File: config.mk
export PLATFORM = sky130hd
export DESIGN_NAME = video_timing_gen
export DESIGN_NICKNAME = d
export VERILOG_FILES = /design/src/rtl/video_timing_pkg.sv /design/src/rtl/video_timing_gen_sync_delay_line.sv /design/src/rtl/video_timing_gen.sv
export SDC_FILE = /design/constraint.sdc
export NUM_CORES = 1
export LEC_CHECK = 0
export ABC_CLOCK_PERIOD_IN_PS = 2100
export BUFFER_PORTS_ARGS = -buffer_cell sky130_fd_sc_hd__buf_4
export CAP_MARGIN = 0
export CORE_ASPECT_RATIO = 1.5
export CORE_MARGIN = 2
export CORE_UTILIZATION = 47
export DETAILED_ROUTE_END_ITERATION = 6
export MAX_ROUTING_LAYER = met4
export PLACE_DENSITY = 0.74
export SLEW_MARGIN = 20
export SYNTH_ARGS = -nofsm -noshare
export SYNTH_HDL_FRONTEND = slang
export SYNTH_SLANG_ARGS = --single-unit
File: constraint.sdc
create_clock -name clk -period 2.1 [get_ports clk]
set_input_delay 0.42 -clock clk [delete_from_list [all_inputs] [get_ports clk]]
set_output_delay 0.42 -clock clk [all_outputs]
set_load 0.02 [all_outputs]
File: src/rtl/video_timing_pkg.sv
// Shared definitions for the raster timing generator: standard video modes
// and the bit ordering of the TMDS control token.
package video_timing_pkg;

  typedef struct packed {
    int h_active;
    int h_fp;
    int h_sync;
    int h_bp;
    int v_active;
    int v_fp;
    int v_sync;
    int v_bp;
  } vt_mode_t;

  localparam vt_mode_t MODE_640X480_60 = '{
    h_active: 640, h_fp: 16, h_sync: 96,  h_bp: 48,
    v_active: 480, v_fp: 10, v_sync: 2,   v_bp: 33
  };

  localparam vt_mode_t MODE_800X600_60 = '{
    h_active: 800, h_fp: 40, h_sync: 128, h_bp: 88,
    v_active: 600, v_fp: 1,  v_sync: 4,   v_bp: 23
  };

  // Blue-channel control token: c1 carries vsync, c0 carries hsync.
  localparam int CTRL_VSYNC_BIT = 1;
  localparam int CTRL_HSYNC_BIT = 0;

  // Lane positions inside the {blank,vsync,hsync} delay bundle.
  localparam int DLY_BLANK_BIT = 2;
  localparam int DLY_VSYNC_BIT = 1;
  localparam int DLY_HSYNC_BIT = 0;

  function automatic int mode_total(input int active, input int fp,
                                    input int sync, input int bp);
    return active + fp + sync + bp;
  endfunction

endpackage

File: src/rtl/video_timing_gen_sync_delay_line.sv
// Resettable shift register; every stage loads RESET_VAL on reset so a
// flushed line never emits stale content.
module sync_delay_line #(
  parameter int                 WIDTH     = 3,
  parameter int                 DEPTH     = 2,
  parameter logic [WIDTH-1:0]   RESET_VAL = '0
) (
  input  logic             clk,
  input  logic             rst,
  input  logic [WIDTH-1:0] din,
  output logic [WIDTH-1:0] dout
);

  logic [WIDTH-1:0] stage_q [DEPTH];
  logic [WIDTH-1:0] stage_d [DEPTH];

  always_comb begin
    stage_d[0] = din;
    for (int i = 1; i < DEPTH; i++) begin
      stage_d[i] = stage_q[i-1];
    end
  end

  always_ff @(posedge clk) begin
    if (rst) begin
      for (int i = 0; i < DEPTH; i++) begin
        stage_q[i] <= RESET_VAL;
      end
    end else begin
      for (int i = 0; i < DEPTH; i++) begin
        stage_q[i] <= stage_d[i];
      end
    end
  end

  assign dout = stage_q[DEPTH-1];

endmodule

File: src/rtl/video_timing_gen.sv
// Raster timing generator: x/y counters and pixel request at stage 0,
// blank/hsync/vsync delayed to line up with the pixel source's RGB output.
module video_timing_gen
  import video_timing_pkg::*;
#(
  parameter int   H_ACTIVE   = MODE_640X480_60.h_active,
  parameter int   H_FP       = MODE_640X480_60.h_fp,
  parameter int   H_SYNC     = MODE_640X480_60.h_sync,
  parameter int   H_BP       = MODE_640X480_60.h_bp,
  parameter int   V_ACTIVE   = MODE_640X480_60.v_active,
  parameter int   V_FP       = MODE_640X480_60.v_fp,
  parameter int   V_SYNC     = MODE_640X480_60.v_sync,
  parameter int   V_BP       = MODE_640X480_60.v_bp,
  parameter logic HS_POL     = 1'b0,
  parameter logic VS_POL     = 1'b0,
  parameter int   PIPE_DELAY = 2,
  parameter int   CNT_W      = 12
) (
  input  logic             clk,
  input  logic             rst,
  output logic [CNT_W-1:0] pixel_x,
  output logic [CNT_W-1:0] pixel_y,
  output logic             pixel_req,
  output logic             line_start,
  output logic             frame_start,
  output logic             blank,
  output logic             hsync,
  output logic             vsync,
  output logic [1:0]       ctrl
);

  localparam int H_TOTAL = mode_total(H_ACTIVE, H_FP, H_SYNC, H_BP);
  localparam int V_TOTAL = mode_total(V_ACTIVE, V_FP, V_SYNC, V_BP);

  localparam logic [CNT_W-1:0] H_LAST   = CNT_W'(H_TOTAL - 1);
  localparam logic [CNT_W-1:0] V_LAST   = CNT_W'(V_TOTAL - 1);
  localparam logic [CNT_W-1:0] H_ACT    = CNT_W'(H_ACTIVE);
  localparam logic [CNT_W-1:0] V_ACT    = CNT_W'(V_ACTIVE);
  localparam logic [CNT_W-1:0] HS_BEGIN = CNT_W'(H_ACTIVE + H_FP);
  localparam logic [CNT_W-1:0] HS_END   = CNT_W'(H_ACTIVE + H_FP + H_SYNC);
  localparam logic [CNT_W-1:0] VS_BEGIN = CNT_W'(V_ACTIVE + V_FP);
  localparam logic [CNT_W-1:0] VS_END   = CNT_W'(V_ACTIVE + V_FP + V_SYNC);

  // Delay bundle resets to blank asserted, both raw syncs inactive.
  localparam logic [2:0] DLY_RESET = 3'b100;

  if (H_ACTIVE <= 0 || H_FP <= 0 || H_SYNC <= 0 || H_BP <= 0 ||
      V_ACTIVE <= 0 || V_FP <= 0 || V_SYNC <= 0 || V_BP <= 0) begin : g_err_zero
    $error("video_timing_gen: active, porch and sync parameters must all be non-zero");
  end

  if (PIPE_DELAY < 1 || PIPE_DELAY > 8) begin : g_err_delay
    $error("video_timing_gen: PIPE_DELAY must be in 1..8");
  end

  if (H_TOTAL >= (1 << CNT_W) || V_TOTAL >= (1 << CNT_W)) begin : g_err_width
    $error("video_timing_gen: H_TOTAL/V_TOTAL do not fit in CNT_W bits");
  end

  logic [CNT_W-1:0] h_q, h_d;
  logic [CNT_W-1:0] v_q, v_d;

  always_comb begin
    h_d = h_q + CNT_W'(1);
    v_d = v_q;
    if (h_q == H_LAST) begin
      h_d = '0;
      v_d = (v_q == V_LAST) ? '0 : v_q + CNT_W'(1);
    end
  end

  always_ff @(posedge clk) begin
    if (rst) begin
      h_q <= '0;
      v_q <= '0;
    end else begin
      h_q <= h_d;
      v_q <= v_d;
    end
  end

  // Stage 0: everything below decodes the current counter values directly.
  logic h_act, v_act, hs_raw, vs_raw;

  always_comb begin
    h_act  = (h_q < H_ACT);
    v_act  = (v_q < V_ACT);
    hs_raw = (h_q >= HS_BEGIN) && (h_q < HS_END);
    vs_raw = (v_q >= VS_BEGIN) && (v_q < VS_END);
  end

  assign pixel_x     = h_q;
  assign pixel_y     = v_q;
  assign pixel_req   = h_act && v_act;
  assign line_start  = !rst && (h_q == '0) && v_act;
  assign frame_start = !rst && (h_q == '0) && (v_q == '0);

  // Stages 1..PIPE_DELAY: raw flags travel together, polarity applied at the end.
  logic [2:0] dly_in, dly_out;

  always_comb begin
    dly_in                = '0;
    dly_in[DLY_BLANK_BIT] = ~pixel_req;
    dly_in[DLY_VSYNC_BIT] = vs_raw;
    dly_in[DLY_HSYNC_BIT] = hs_raw;
  end

  sync_delay_line #(
    .WIDTH     (3),
    .DEPTH     (PIPE_DELAY),
    .RESET_VAL (DLY_RESET)
  ) u_sync_delay (
    .clk  (clk),
    .rst  (rst),
    .din  (dly_in),
    .dout (dly_out)
  );

  always_comb begin
    blank                = dly_out[DLY_BLANK_BIT];
    hsync                = dly_out[DLY_HSYNC_BIT] ^ ~HS_POL;
    vsync                = dly_out[DLY_VSYNC_BIT] ^ ~VS_POL;
    ctrl                 = '0;
    ctrl[CTRL_VSYNC_BIT] = vsync;
    ctrl[CTRL_HSYNC_BIT] = hsync;
  end

endmodule

# After elaboration in Yosys (flattened, before gate mapping)
# Memories as Yosys holds them, arrays and structs flattened.
# Index checks and enable logic that the tools add are counted.
totals:
  regBits: 24
  ramBits: 6
  in_bits: 2
  elab_cells: 34
  mem_count: 1
memory_table:
  columns: ["name", "words", "word_bits", "rd", "rd_clocked_by_memory_dff", "write_ports", "line", "rtl"]
  rows:
  - ["u_sync_delay.stage_q", 2, 3, 2, 0, 2, "video_timing_gen_sync_delay_line.sv:14", "logic [WIDTH-1:0] stage_q [DEPTH];"]
op_classes:
  addsub: 2
  magnitude_cmp: 6
  eq_ne: 2
  n_mux: 6
  n_bitwise: 5
  reduce_logical: 10
ops:
  columns: ["op", "n"]
  rows:
  - ["12-bit by 1-bit adder with 12-bit output (second input constant)", 2]
  - ["12-bit by 10-bit == test with 1-bit output (second input constant)", 2]
  - ["12-bit logical NOT", 2]
  - ["12-bit by 10-bit less-than comparator with 1-bit output (second input constant)", 2]
  - ["12-bit by 9-bit less-than comparator with 1-bit output (second input constant)", 2]
  - ["12-bit by 10-bit greater-or-equal comparator with 1-bit output (second input constant)", 1]
  - ["12-bit by 9-bit greater-or-equal comparator with 1-bit output (second input constant)", 1]
  - ["12-bit 2-to-1 mux", 1]
  - ["1-bit logical AND", 6]
  - ["3-bit 2-to-1 mux", 2]
  - ["1-bit 2-to-1 mux", 3]
  - ["1-bit NOT", 3]
  - ["1-bit bitwise OR", 2]
  - ["2-bit OR reduction", 1]
  - ["1-bit logical NOT", 1]

# Longest topological paths before layout
# Gate-level depths: netlist of the first run.
logic_depth:
  word_depth: 4
  mapped_depth: 7
  depth_no_buf: 6

# Modules after synthesis
# Synthesis of the first run repeated with hierarchy kept, for this count alone.
hier_totals:
  hier_cells: 178
  hier_area_um2: 1487.7
by_module_without_submodules:
  columns: ["mod", "instances", "cells_each", "area_each_um2", "seq_area_each_um2"]
  rows:
  - ["video_timing_gen", 1, 166, 1330.0, 480.5]
  - ["sync_delay_line", 1, 12, 157.7, 120.1]

# Least setup slack after synthesis of the first run
# No wires, ideal clock.
synth_timing:
  path_kind: "flip-flop to output port"
  start: "register h_q[9] (netlist: pixel_x[9])"
  end: "output port frame_start"
  arrival_ns: 1.948
  required_ns: 1.680
  path_slack_ns: -0.268
  stages_incl_launch_ff: 5
  n_path_buf: 1
  path_cell_list: "dfxtp_1 -> clkdlybuf4s50_2 -> nor4_1 -> nand4_1 -> nor4_1"
synth_via:
  elab_chain_len: 3
synth_lines:
  columns: ["item", "line", "rtl"]
  rows:
  - ["start: declaration", "video_timing_gen.sv:60", "logic [CNT_W-1:0] h_q, h_d;"]
  - ["start signal: assignment", "video_timing_gen.sv:74", "h_q <= '0;"]
  - ["start signal: assignment", "video_timing_gen.sv:77", "h_q <= h_d;"]
  - ["12-bit logical NOT", "video_timing_gen.sv:96", "assign frame_start = !rst && (h_q == '0) && (v_q == '0);"]
  - ["1-bit logical AND (2 in a row)", "video_timing_gen.sv:96", null]
  - ["end: declaration", "video_timing_gen.sv:25", "output logic frame_start,"]
# No other way between the ends.

# Final worst setup path of the first run
layout_timing:
  start: "register h_q[11] (netlist: pixel_x[11])"
  end: "output port frame_start"
# Same word-level chain as after synthesis.

==> flow_metrics.py, run 1 <==
metrics = {
    "status": {
        "status": "finished, violations left",
        "violations": "setup timing",
    },
    "sta": {
        "rsz0062_at_grt": "true",
        "worst_pin_slew_ns": 0.464,
        "hold_viol_final": 0,
        "setup_violations": 4,
        "fin_ws_ns": -0.0683,
        "max_slew_margin_pct": 68.8,
        "post-route-period-util_pct": 103,
        "fin_worst_skew_ns": 0.00396,
        "fin_crit_ns": 2.17,
        "drv_slew": 0,
        "max_clock_freq_ghz": 0.461,
    },
    "critical_path": {
        "rr_startpoint": "pixel_x[11]",
        "critPathCapture": "frame_start",
        "critPathCaptureType": "output port",
        "critPathMaxStageDelay_ns": 0.57,
        "rrSetupSlack_ns": -0.02,
        "crit_chain": "or4_4 -> nor2_4 -> nand4_1 -> nor4_2 -> buf_4",
        "cp_slowest_cell": "or4_4",
        "crit_start": "pixel_x[11]",
        "rr_worst_depth": 4,
        "worstReg2RegEnd": "pixel_y[11]",
        "worst-setup-path-type": "register to output port",
        "start_kind": "register",
        "path_max_fanout": 4,
        "critical_path_arrival_ns": 1.75,
        "crit_required_ns": 1.68,
    },
    "place": {
        "gp_congestion": 0.843,
        "dpl_cell_area_um2": 1800,
        "port_buffers": 33,
        "dp_hpwl_um": 2640,
        "dp_cells": 250,
    },
    "logic_synthesis": {
        "synth_cell_types": 31,
        "synth_fp_nets": 178,
        "ys_top_cells_by_area": "dfxtp_1, nor2_1, xnor2_1, a21oi_1, nand4_1",
        "syn_area_per_cell_um2": 8.48,
        "ys_seq_area_share_pct": 41.2,
        "synth_cells": 172,
        "synth_largest_area_cell": "dfxtp_1",
        "yosys_warnings": 0,
        "yosysTopAreaCellShare_pct": 41.2,
        "ys_ff_latch": 30,
        "synth_edf_count": 0,
        "synth_area_um2": 1460,
        "async_reset_ff_share_pct": 0,
        "synth_ff_type": "dfxtp_1",
    },
    "min_path": {
        "min_path_cells": 2,
        "hold_path.class": "input pin to register",
    },
    "grt": {
        "grt_pass1_vias": 1360,
        "grt_max_degree": 13,
        "grt_usage_pct": 22.7,
        "grt_antenna_before_repair": 0,
        "grt_pass1_wl_um": 6000,
        "overflow": 0,
    },
    "routing": {
        "dr.pass1.iters": 4,
        "final_antenna_net_count": 0,
        "vias": 1412,
        "totalWireLength_um": 3530,
        "avgRoutedWirePerCell_um": 13.6,
        "initialDrtViolationCount": 37,
        "drc_errors": 0,
        "vias_per_cell": 5.45,
    },
    "run": {
        "drv_cap": 0,
    },
    "clock_network": {
        "clock-root-buffer": "clkbuf_8",
        "clock_sinks": 30,
        "cts_tree": "built",
        "clock_path_buffers": 2,
        "cts_buffers": 5,
        "htree_levels": 2,
        "hold_buffers": 0,
        "worst_skew_pair.late_latency_ns": 0.28,
        "clk_pin_slew_ns": 0.06,
    },
    "finish": {
        "final_area_um2": 1930,
        "antenna_cells": 0,
        "regArea_um2": 609,
        "nFillCells": 271,
        "final_cells": 259,
        "drive_gt1_share_pct": 33.2,
        "final_nets": 225,
        "area_delta_synth_final_pct": 32.0,
        "mostFrequentLayoutCell": "buf_4",
        "multi_input_area_um2": 759,
        "final_cell_mix": "buf_4, dfxtp_1, nor2_1",
    },
    "floorplan": {
        "initial_core_util_pct": 49.6,
        "core_um2": 2940,
        "die_width_um": 49.5,
        "die_area_um2": 3570,
        "num_io_pins": 34,
        "fp.dieH_um": 72.2,
        "rows": 24,
    },
    "pwr": {
        "power_density_nw_per_um2": 583,
        "max-vdd-ir-drop_mv": 0.479,
        "finalPower_uw": 1120,
        "p_leak_uw": 0.000752,
    },
}
## layer usage
metal  routed length (um)  global-route usage, %  vias to the layer above  share of wire (%)
li1                     -                      -                      696                  -
met1                 1350                   23.3                      667                 38
met2                 1980                   41.3                       44                 56
met3                  151                   4.32                        5                4.3
met4                   44                   10.8                        0                1.2
met5                    0                      -                        -                  0
## state kept, by name, summed over array words and instances (netlist names)
name and count:
pixel_y 12, u_sync_delay.stage_q 6, pixel_x 12
## worst max-delay path: cells and delay by family (launching register included)
kind	cells	cell delay (ns)
buf+inv	1	0.18
flops	1	0.32
simple gates	4	0.97
## repair_timing
item	4_1_cts	5_1_grt
cloned	0	0
setup endpoints to repair	4	11
setup buffers	1	0
pin swaps	2	4
gates resized for setup	2	6
## stage by stage
step	setup WS [ns]	TNS (ns)	hold slack (ns)	utilization, %
floorplan	-0.0103	-0.0103	0.389	-
global placement	0.0537	0	0.391	61.1
detailed placement	-0.0250	-0.0391	0.418	61.1
CTS	-0.0728	-0.0842	0.348	64.6
global route	-0.146	-0.460	0.359	65.4
finish	-0.0683	-0.124	0.355	65.4
## cell type report
type / count / share of cell area (%)
multi-input cells: 122 / 39.4
flip-flops and latches: 30 / 31.6
repair buffers: 50 / 19.7
clock buffers: 7 / 4.48
well taps: 39 / 2.53
inverters: 10 / 1.95
clock inverters: 1 / 0.260
## cell families (layout without fill, tap and decap cells)
kind of cell	count (synthesis)	count (layout)	share of synthesized area (%)
AND/OR/NAND/NOR	82	82	30.4
AO/OA/AOI/OAI	25	25	9.43
flip-flops	30	30	41.2
XOR/XNOR	11	11	6.60
adder cells (fa/ha/maj)	4	4	3.43
buffers and inverters	20	68	8.92
## how the worst min path moves through the flow
stage                               start                    endpoint  slack, ns
3_5_place_dp   u_sync_delay.stage_q[0][2]  u_sync_delay.stage_q[0][5]       0.42
4_1_cts                               rst  u_sync_delay.stage_q[0][3]       0.35
2_1_floorplan  u_sync_delay.stage_q[0][2]  u_sync_delay.stage_q[0][5]       0.39
5_1_grt                               rst  u_sync_delay.stage_q[0][4]       0.36
3_3_place_gp   u_sync_delay.stage_q[0][2]  u_sync_delay.stage_q[0][5]       0.39
6_report                              rst  u_sync_delay.stage_q[0][3]       0.36
## synthesized netlist by cell type, types with 2 or more instances
cell,n
dfxtp_1,30
nor2_1,21
a21oi_1,12
inv_1,10
nand2_1,10
nand4_1,9
xnor2_1,9
nand3_1,8
o21ai_0,8
or3_1,7
nor4_1,6
or4_1,5
ha_1,4
nor3_1,4
buf_4,3
nor2b_1,3
o31ai_1,3
buf_6,2
clkbuf_8,2
nand2b_1,2
o21bai_1,2
or4_4,2
xor2_1,2
## power by group
group | switching (uW) | total (uW) | internal (uW)
sequential | 5.52 | 581 | 575
combinational | 38.6 | 67.0 | 28.5
clock | 211 | 475 | 264
Note: power is estimated with default switching activity, not from simulation.
==> inputs of run 2 (changes only) <==
Settings changed: CORE_UTILIZATION 47 to 40, PLACE_DENSITY 0.74 to not set, TNS_END_PERCENT set to 20.
==> flow_metrics.py, run 2 (same netlist as run 1, synthesis figures left out) <==
metrics = {
    "finish": {
        "antenna_cells": 0,
        "nFillCells": 337,
        "regArea_um2": 609,
        "multi_input_area_um2": 748,
        "final_nets": 225,
        "finalCoreUtilization_pct": 55.9,
        "drive_gt1_share_pct": 32.7,
        "area_delta_synth_final_pct": 32.1,
        "mostFrequentLayoutCell": "buf_4",
        "final_cell_mix": "buf_4, dfxtp_1, nor2_1",
        "final_area_um2": 1930,
    },
    "clock_network": {
        "clk_pin_slew_ns": 0.06,
        "clock_path_buffers": 2,
        "clock-root-buffer": "clkbuf_8",
        "postCtsSetupRepairBufs": 0,
        "cts_tree": "built",
        "htree_levels": 2,
        "clock_sinks": 30,
        "worst_skew_pair.late_latency_ns": 0.28,
        "hold_buffers": 0,
        "cts_buffers": 5,
    },
    "sta": {
        "rsz0062_at_grt": "true",
        "post-route-period-util_pct": 104,
        "max_clock_freq_ghz": 0.458,
        "finalSetupTns_ns": -0.160,
        "fin_ws_ns": -0.0810,
        "fin_worst_skew_ns": 0.00728,
        "fin_crit_ns": 2.18,
        "setup_violations": 2,
        "worst_pin_slew_ns": 0.484,
        "max_slew_margin_pct": 67.4,
        "holdWs_ns": 0.363,
        "drv_slew": 0,
        "hold_viol_final": 0,
    },
    "critical_path": {
        "worst-setup-path-type": "register to output port",
        "rr_worst_depth": 4,
        "start_kind": "register",
        "critPathCaptureType": "output port",
        "crit_chain": "or4_4 -> nor2_2 -> nand4_1 -> nor4_2 -> buf_4",
        "path_max_fanout": 4,
        "critical_path_arrival_ns": 1.76,
        "rrSetupSlack_ns": -0.08,
        "critPathMaxStageDelay_ns": 0.55,
        "cp_slowest_cell": "or4_4",
        "worstReg2RegEnd": "pixel_y[11]",
        "rr_startpoint": "pixel_x[11]",
        "crit_required_ns": 1.68,
    },
    "routing": {
        "drc_errors": 0,
        "final_antenna_net_count": 0,
        "totalWireLength_um": 3750,
        "vias_per_cell": 5.28,
        "avgRoutedWirePerCell_um": 14.3,
        "vias": 1384,
        "initialDrtViolationCount": 24,
        "dr.pass1.iters": 4,
    },
    "min_path": {
        "worst_hold_path.endpoint": "u_sync_delay.stage_q[0][4]",
        "hold_path.class": "input pin to register",
        "min_path_cells": 2,
        "min-delay-start": "rst",
    },
    "grt": {
        "grt_max_degree": 16,
        "grt_antenna_before_repair": 0,
        "grt_pass1_wl_um": 6070,
        "overflow": 0,
        "grt_usage_pct": 20.1,
        "grt_pass1_vias": 1300,
    },
    "floorplan": {
        "rows": 26,
        "num_io_pins": 34,
        "initial_core_util_pct": 42.3,
        "fp.dieH_um": 78.0,
        "core_um2": 3450,
        "die_area_um2": 4160,
        "die_width_um": 53.3,
    },
    "place": {
        "place_ws_ns": -0.0280,
        "dpl_cell_area_um2": 1820,
        "port_buffers": 33,
        "dp_hpwl_um": 2870,
        "gp_congestion": 0.762,
    },
    "status": {
        "violations": "setup timing",
        "status": "finished, violations left",
    },
    "run": {
        "drv_cap": 0,
    },
    "pwr": {
        "max-vdd-ir-drop_mv": 0.456,
        "power_density_nw_per_um2": 583,
        "p_leak_uw": 0.000752,
    },
}
==> run 2: cell counts in the layout (fill, tap and decap cells not counted) <==
No cell type changed its count.
==> run 2: per-layer routing <==
layer | GRT usage (%) | up-vias | part of all wire (%)
met5 | - | - | 0
met4 | 8.46 | 0 | 1.9
met3 | 3.65 | 9 | 3.9
met2 | 34.9 | 36 | 53
met1 | 21.5 | 640 | 41
li1 | - | 699 | -
==> run 2: timing repair <==
action,in CTS,in global routing
cloned,0,0
gates resized for setup,0,5
pin swaps,4,0
hold endpoints to repair,0,0
setup endpoints to repair,5,6
==> run 2: stage by stage <==
step / cells / total power, uW
after detailed placement: 254 / 664
after global routing: 262 / 1170
final: 262 / 1120
after CTS: 262 / 1130
after global placement: 254 / 662
after floorplan: 172 / 632
==> run 2: area by class of cell <==
type,instances,area share (%)
multi-input combinational,122,38.8
sequential,30,31.6
timing repair buffer,50,20.1
clock buffer,7,4.48
tap,42,2.73
inverter,10,1.95
clock inverter,1,0.260
==> run 2: how the worst max path moves through the flow <==
stage                      startpoint          end  slack [ns]  depth (start not counted)
after floorplan            pixel_x[5]  frame_start       -0.01                          5
after global placement    pixel_x[11]  pixel_y[11]        0.05                          4
after detailed placement  pixel_x[11]  pixel_y[11]       -0.03                          4
after CTS                 pixel_x[11]  frame_start       -0.11                          5
after global routing      pixel_x[11]  frame_start       -0.15                          5
final                     pixel_x[11]  frame_start       -0.08                          5
==> run 2: worst max-delay path, delay by kind of cell (launching register included) <==
kind / cells / cell delay (ns)
buffers and inverters: 1 / 0.19
DFF: 1 / 0.32
and+or+nand+nor: 4 / 0.97
==> run 2: power by group <==
part / internal [uW] / total [uW] / switching, uW
clock: 264 / 473 / 209
combinational: 30.9 / 69.8 / 38.9
sequential: 575 / 580 / 5.03
